==> src/rtl/pll_cfg_seq.sv <==
// Configuration and power-down sequencer for the PLL600V3 macro.
// Optional lock timeout and error state: define PLL_CFG_TIMEOUT_EN.
module pll_cfg_seq #(
  parameter int unsigned PD_CYC  = 16,
  parameter int unsigned LOCK_TO = 1024,
  parameter logic [15:0] CFG_RST = 16'h0000
) (
  input  logic        BMCLK1X,
  input  logic        RSTB,
  input  logic        WE,
  input  logic [15:0] WDATA,
  input  logic        STCLR,
  input  logic        LKDET,
  output logic        PD,
  output logic        SYNCEN,
  output logic        SG1,
  output logic        TM2,
  output logic        TM1,
  output logic [4:0]  CHP,
  output logic [1:0]  VCOD,
  output logic [4:0]  DIV,
  output logic [15:0] RDATA,
  output logic        BUSY,
  output logic        LOCKED,
  output logic        LOST,
  output logic        LOCK_ERR
);

  localparam logic [1:0] S_PD   = 2'd0;
  localparam logic [1:0] S_WAIT = 2'd1;
  localparam logic [1:0] S_LOCK = 2'd2;
  localparam logic [1:0] S_ERR  = 2'd3;

  localparam logic [15:0] PD_LAST = 16'(PD_CYC - 1);
  localparam logic [15:0] TO_LAST = 16'(LOCK_TO - 1);

  logic [15:0] shadow_reg;
  logic [15:0] active_reg;
  logic [15:0] cnt_reg;
  logic [15:0] cnt_next;
  logic [1:0]  state_reg;
  logic [1:0]  state_next;
  logic        lk_meta_reg;
  logic        lk_s_reg;
  logic        we_reg;
  logic        pd_reg;
  logic        busy_reg;
  logic        locked_reg;
  logic        lost_reg;
  logic        lost_set;
`ifdef PLL_CFG_TIMEOUT_EN
  logic        lock_err_reg;
  logic        to_set;
`endif

  always_comb begin
    state_next = state_reg;
    cnt_next   = cnt_reg;
    lost_set   = 1'b0;
`ifdef PLL_CFG_TIMEOUT_EN
    to_set     = 1'b0;
`endif
    case (state_reg)
      S_PD: begin
        cnt_next = cnt_reg + 16'd1;
        if (cnt_reg == PD_LAST) begin
          state_next = S_WAIT;
          cnt_next   = 16'd0;
        end
      end
      S_WAIT: begin
`ifdef PLL_CFG_TIMEOUT_EN
        cnt_next = cnt_reg + 16'd1;
        if (lk_s_reg) begin
          state_next = S_LOCK;
        end else if (cnt_reg == TO_LAST) begin
          state_next = S_ERR;
          to_set     = 1'b1;
        end
`else
        // Without the timeout the counter only saturates; it never ends the wait.
        if (cnt_reg != TO_LAST) cnt_next = cnt_reg + 16'd1;
        if (lk_s_reg) state_next = S_LOCK;
`endif
      end
      S_LOCK: begin
        if (!lk_s_reg) begin
          state_next = S_WAIT;
          cnt_next   = 16'd0;
          lost_set   = 1'b1;
        end
      end
      default: begin
      end
    endcase
    // A write restarts the sequence and overrides any other transition.
    if (we_reg) begin
      state_next = S_PD;
      cnt_next   = 16'd0;
      lost_set   = 1'b0;
`ifdef PLL_CFG_TIMEOUT_EN
      to_set     = 1'b0;
`endif
    end
  end

  always_ff @(posedge BMCLK1X or negedge RSTB) begin
    if (!RSTB) begin
      shadow_reg   <= CFG_RST;
      active_reg   <= CFG_RST;
      cnt_reg      <= 16'd0;
      state_reg    <= S_PD;
      lk_meta_reg  <= 1'b0;
      lk_s_reg     <= 1'b0;
      we_reg       <= 1'b0;
      pd_reg       <= 1'b1;
      busy_reg     <= 1'b1;
      locked_reg   <= 1'b0;
      lost_reg     <= 1'b0;
`ifdef PLL_CFG_TIMEOUT_EN
      lock_err_reg <= 1'b0;
`endif
    end else begin
      lk_meta_reg <= LKDET;
      lk_s_reg    <= lk_meta_reg;
      we_reg      <= WE;
      if (WE) shadow_reg <= WDATA;
      // The new word reaches the pins only in the first power-down cycle.
      if (state_reg == S_PD && cnt_reg == 16'd0) active_reg <= shadow_reg;
      state_reg  <= state_next;
      cnt_reg    <= cnt_next;
      pd_reg     <= (state_next == S_PD) || (state_next == S_ERR);
      busy_reg   <= (state_next == S_PD) || (state_next == S_WAIT);
      locked_reg <= (state_next == S_LOCK);
      if (lost_set) lost_reg <= 1'b1;
      else if (STCLR) lost_reg <= 1'b0;
`ifdef PLL_CFG_TIMEOUT_EN
      if (to_set) lock_err_reg <= 1'b1;
      else if (STCLR) lock_err_reg <= 1'b0;
`endif
    end
  end

  assign PD     = pd_reg;
  assign BUSY   = busy_reg;
  assign LOCKED = locked_reg;
  assign LOST   = lost_reg;
  assign RDATA  = active_reg;
  assign SYNCEN = active_reg[15];
  assign SG1    = active_reg[14];
  assign TM2    = active_reg[13];
  assign TM1    = active_reg[12];
  assign CHP    = active_reg[11:7];
  assign VCOD   = active_reg[6:5];
  assign DIV    = active_reg[4:0];
`ifdef PLL_CFG_TIMEOUT_EN
  assign LOCK_ERR = lock_err_reg;
`else
  assign LOCK_ERR = 1'b0;
`endif

endmodule
==> config.mk <==
export PLATFORM = sky130hd
export DESIGN_NAME = pll_cfg_seq
export DESIGN_NICKNAME = d
export VERILOG_FILES = /design/src/rtl/pll_cfg_seq.sv
export SDC_FILE = /design/constraint.sdc
export NUM_CORES = 1
export LEC_CHECK = 0
export BUFFER_PORTS_ARGS = -buffer_cell sky130_fd_sc_hd__buf_4
export CAP_MARGIN = 0
export CORE_ASPECT_RATIO = 0.8
export CORE_MARGIN = 5
export CORE_UTILIZATION = 61
export CTS_BUF_LIST = sky130_fd_sc_hd__clkbuf_4 sky130_fd_sc_hd__clkbuf_8
export CTS_CLUSTER_SIZE = 25
export DETAILED_ROUTE_END_ITERATION = 7
export PLACE_DENSITY = 0.95
export SLEW_MARGIN = 30
export SYNTH_ARGS = -nofsm -noshare
export SYNTH_HDL_FRONTEND = slang
export SYNTH_SLANG_ARGS = --single-unit
==> constraint.sdc <==
create_clock -name BMCLK1X -period 5 [get_ports BMCLK1X]
set_input_delay 0.75 -clock BMCLK1X [delete_from_list [all_inputs] [get_ports BMCLK1X]]
set_output_delay 0.75 -clock BMCLK1X [all_outputs]
set_load 0.01 [all_outputs]
# Yosys cells after proc, flatten, opt, wreduce, memory -nomap -nowiden
# Index checks and enable logic that the tools add are counted.
# Widths: inputs -> output; s select.
# op_classes
add_sub_neg	1
mul	0
n_div	0
order_cmp	0
n_eq_ne	9
shift	0
muxes	15
n_bitwise	0
n_reduce_logical	9
# ops
op	n
$mux 16	4
$pmux 16 s3	1
$add 16x1->16 const B	1
$eq 16x4->1 const B	1
$logic_not 16->1	1
$ne 16x10->1 const B	1
$mux 2	4
$eq 2x2->1 const B	3
$ne 3x3->1 const B	2
$pmux 2 s3	1
$mux 1	5
$eq 2x1->1 const B	2
$logic_not 2->1	2
$reduce_bool 4->1	1
$reduce_and 3->1	1
$logic_or 1x1->1	2
$reduce_bool 2->1	1
$logic_and 1x1->1	1
# word_totals
regBits	57
latch_bits	0
ram_bits	0
romBits	0
inputBits	21
out_inout_bits	37
word_cells	45
n_memories	0

# Depth between registers and ports, before layout
# depth
depth_word	6
mapped_depth	9
ltp_nobuf	9

# Least setup slack after synthesis
# No wires, ideal clock.
# synth_timing
path_kind	register -> register
start	reg cnt_reg[10]
end	reg active_reg[10] (netlist: RDATA[10])
setup_ns	0.125
arrival_ns	1.984
t_required_ns	4.875
path_slack_ns	2.891
path_stages_with_launch	7
path_buffers	1
synth_period_minus_slack_ns	2.109
path_cell_list	dfrtp_1 > nor4_2 > nor3b_2 > nand3_2 > nor4_4 > buf_8 > mux2_4
# synth_via
elab_chain_len	2
# synth_rtl
element	line_no	text
start: declaration	39	logic [15:0] cnt_reg;
start signal: assignment	131	cnt_reg <= cnt_next;
$logic_not 16->1	129	if (state_reg == S_PD && cnt_reg == 16'd0) active_reg <= shadow_reg;
$logic_and 1x1->1	129	
end signal: assignment	129	
end: declaration	38	logic [15:0] active_reg;
# No other way between the ends.
# A chain may end at the register's enable or synchronous reset.

# Worst setup path after layout
# layout_timing
start	reg state_reg[1]
end	reg cnt_reg[7]
# layout_via
elab_chain_len	3
elab_cells_between_ends	9
classes_between	4 x eq/ne; 2 x mux; 3 x reduce/logical
# layout_rtl
element	line_no	text
start: declaration	41	logic [1:0] state_reg;
start signal: assignment	130	state_reg <= state_next;
$eq 2x1->1 (tied with other cells)	63	case (state_reg)
$ne 3x3->1 (no line) (tied with other cells)	-	
$reduce_and 3->1 (no line) / $mux 16 (equally long branches)	-	
# Parallel ways exist; a longest one is shown, timed or not.

==> qor.yml <==
outcome: "finished, final reports clean"
hold_viol: 0
synthFlopType: "dfrtp_1"
cpMaxStageDelayCell: "a31oi_1"
cts_hold_buf: 0
grt_pass1_vias: 2123
cap_violations: 0
hold_ws_ps: 348.3
io_buffers: 56
dieArea_mm2: 0.006167
clk_pin_slew_ps: 70
netlist_area_mm2: 0.002860
nets: 323
drive_gt1_share_pct: 38.93
rows: 22
worstMarginPinSlew_ps: 786.2
drtPass1Iterations: 5
rsz0062_at_grt: "false"
yosysTopAreaCell: "dfrtp_1"
ys_ff_latch: 57
power_density_mw_per_mm2: 375.3
fp.coreArea_mm2: 0.004569
cts_tree: "yes"
clock_skew_ps: 14.86
start_kind: "flop"
hpwlAfterDp_um: 4258
cp_num_buf_inv: 1
yosysTopAreaCellShare_pct: 48.12
setup_viol: 0
rr_worst_depth: 7
synthArstFlopShare_pct: 100.0
ir_drop_uv: 285.4
hold_path_end: "lk_s_reg"
cts_buffers: 9
ys_seq_area_share_pct: 49.96
die_y_um: 71.25
max_stage_delay_ps: 590
synthTopCellsByArea: "dfrtp_1, mux2_2, mux2_4, buf_4, ha_1"
drv_slew: 0
crit_path_end_kind: "flop"
via_per_inst: 6.115
antenna_left: 0
grt_util_all_layers_pct: 23.21
reg2reg_from: "state_reg[1]"
worstPathArrival_ps: 2750
cts_sinks: 57
drc: 0
avgSynthCellArea_um2: 11.40
crit_path_max_fanout: 8
fin_ws_ps: 2476
post_cts_buffers: 0
drtIter0Drc: 393
period_share_pct: 50.49
dp_slack_ps: 2640
grt_max_degree: 58
max_freq_mhz: 396.1
hold_class: "flop to flop"
crit_required_ps: 5220
ys_warn_count: 0
ys_types: 49
finalPower_mw: 1.282
drt-total-wl_um: 6741
r2r-end: "cnt_reg[7]"
leakagePower_nw: 1.568
gr-total-overflow: 0
antennaDiodeCount: 0
clock_latency_ps: 340
cts_resized: 0
tns_ps: 0
reg2reg_setup_slack_ps: 2480
whs_path_depth: 0
cts_buffer_depth: 2
path_cells: "inv_1 -> ha_1 -> nor3_1 -> a21o_1 -> a31oi_1 -> nand2_1 -> o41ai_1"
io_pins: 58
relSlewSlack_pct: 47.34
vias: 2189
place_congestion: 1.006
wire_per_inst_um: 18.83
min-delay-start: "lk_meta_reg"
layout_min_cycle_time_ps: 2524
start_util_pct: 62.60
netlist_instances: 251
cp_top_family: "compound AO/OA/AOI/OAI gates"
critical_path_class: "flop to flop"
grt_pass1_wl_um: 10850
antenna_found_initial: 0
num-fill-cells: 271
syn-num-nets: 281
cts-root-buf: "clkbuf_8"
synth_edf_count: 0
htreeDepth: 3
syn_to_final_growth_pct: 19.47
fp.dieW_um: 86.56
kinds of logic after synthesis:
family	share of synthesized area, %
AOI/OAI and AO/OA	9.318
adders and majority gates	3.937
buffers and inverters	7.524
DFF	49.96
muxes	14.30
other	0.1311
and+or+nand+nor	14.83
per-stage QoR:
| step | utilization (%) | instances | area [µm²] |
|---|---|---|---|
| final | 74.78 | 358 | 3417 |
| after global routing | 74.78 | 358 | 3417 |
| after CTS | 74.78 | 358 | 3417 |
| after detailed placement | 69.88 | 342 | 3193 |
| after global placement | 69.88 | 342 | 3193 |
| after floorplan | - | 251 | 2860 |
report_power, final:
group / leakage, nW / internal (mW) / switching [mW]
combinational: 0.744 / 0.143 / 0.0993
clock: 0.117 / 0.299 / 0.187
sequential: 0.707 / 0.509 / 0.0450
total: 1.57 / 0.951 / 0.332
worst reg2reg max path: stages (launching register included):
cell and delay, ps:
dfrtp_1 430, inv_1 110, ha_1 260, nor3_1 110
a21o_1 180, a31oi_1 590, nand2_1 360, o41ai_1 380
worst max path at each step:
| stage | depth (start not counted) | start | end | slack (ps) |
|---|---|---|---|---|
| floorplan | 6 | cnt_reg[10] | RDATA[10] | 2890 |
| global placement | 7 | state_reg[1] | cnt_reg[4] | 2700 |
| detailed placement | 7 | state_reg[1] | cnt_reg[10] | 2640 |
| CTS | 7 | state_reg[1] | cnt_reg[7] | 2580 |
| global route | 7 | state_reg[1] | cnt_reg[10] | 2320 |
| finish | 7 | state_reg[1] | cnt_reg[7] | 2480 |
synthesized netlist by cell type (4+ instances only):
| cell | n |
|---|---|
| nand2_1 | 20 |
| mux2_4 | 10 |
| inv_1 | 10 |
| nand3_1 | 13 |
| mux2_2 | 23 |
| o41ai_1 | 4 |
| nor4_1 | 5 |
| a21oi_1 | 8 |
| clkbuf_1 | 6 |
| nand4_1 | 4 |
| dfrtp_1 | 55 |
| buf_4 | 17 |
| a31oi_1 | 6 |
| or4_1 | 4 |
| nor2_1 | 10 |
| ha_1 | 9 |
layer usage:
metal  track usage [%]  share of wire [%]  vias up
met5                 0                  0        -
met4             10.38                3.5        0
met3             7.241                9.4       29
met2             37.18                 50      146
met1             29.00                 37     1035
li1                  -                  -      979
layout make-up:
cell class | instances | area (µm²) | area share (%)
flip-flops and latches | 57 | 1429 | 41.82
multi-input cells | 157 | 1216 | 35.59
repair buffers | 58 | 435.4 | 12.74
clock buffers | 11 | 145.1 | 4.248
clock inverters | 5 | 78.83 | 2.307
well taps | 60 | 75.07 | 2.197
inverters | 10 | 37.54 | 1.098
layout by cell type (no fill, tap or decap), types with 2 or more instances in the layout:
cell type	synthesis	final
buf_4	17	58
dfrtp_1	55	55
mux2_2	23	23
nand2_1	20	20
nand3_1	13	13
inv_1	10	10
nor2_1	10	10
mux2_4	10	10
clkbuf_8	0	10
ha_1	9	9
a21oi_1	8	8
a31oi_1	6	6
nor4_1	5	5
nand4_1	4	4
o41ai_1	4	4
or4_1	4	4
and3_1	3	3
a21o_1	3	3
nor3_1	3	3
dfstp_2	2	2
o21ai_0	2	2
o22ai_1	2	2
or2_2	2	2
a2bb2oi_1	2	2
or3_1	2	2
o32ai_1	2	2
clkinv_2	0	2
bufinv_16	0	2
Note: power is estimated with default switching activity, not from simulation.
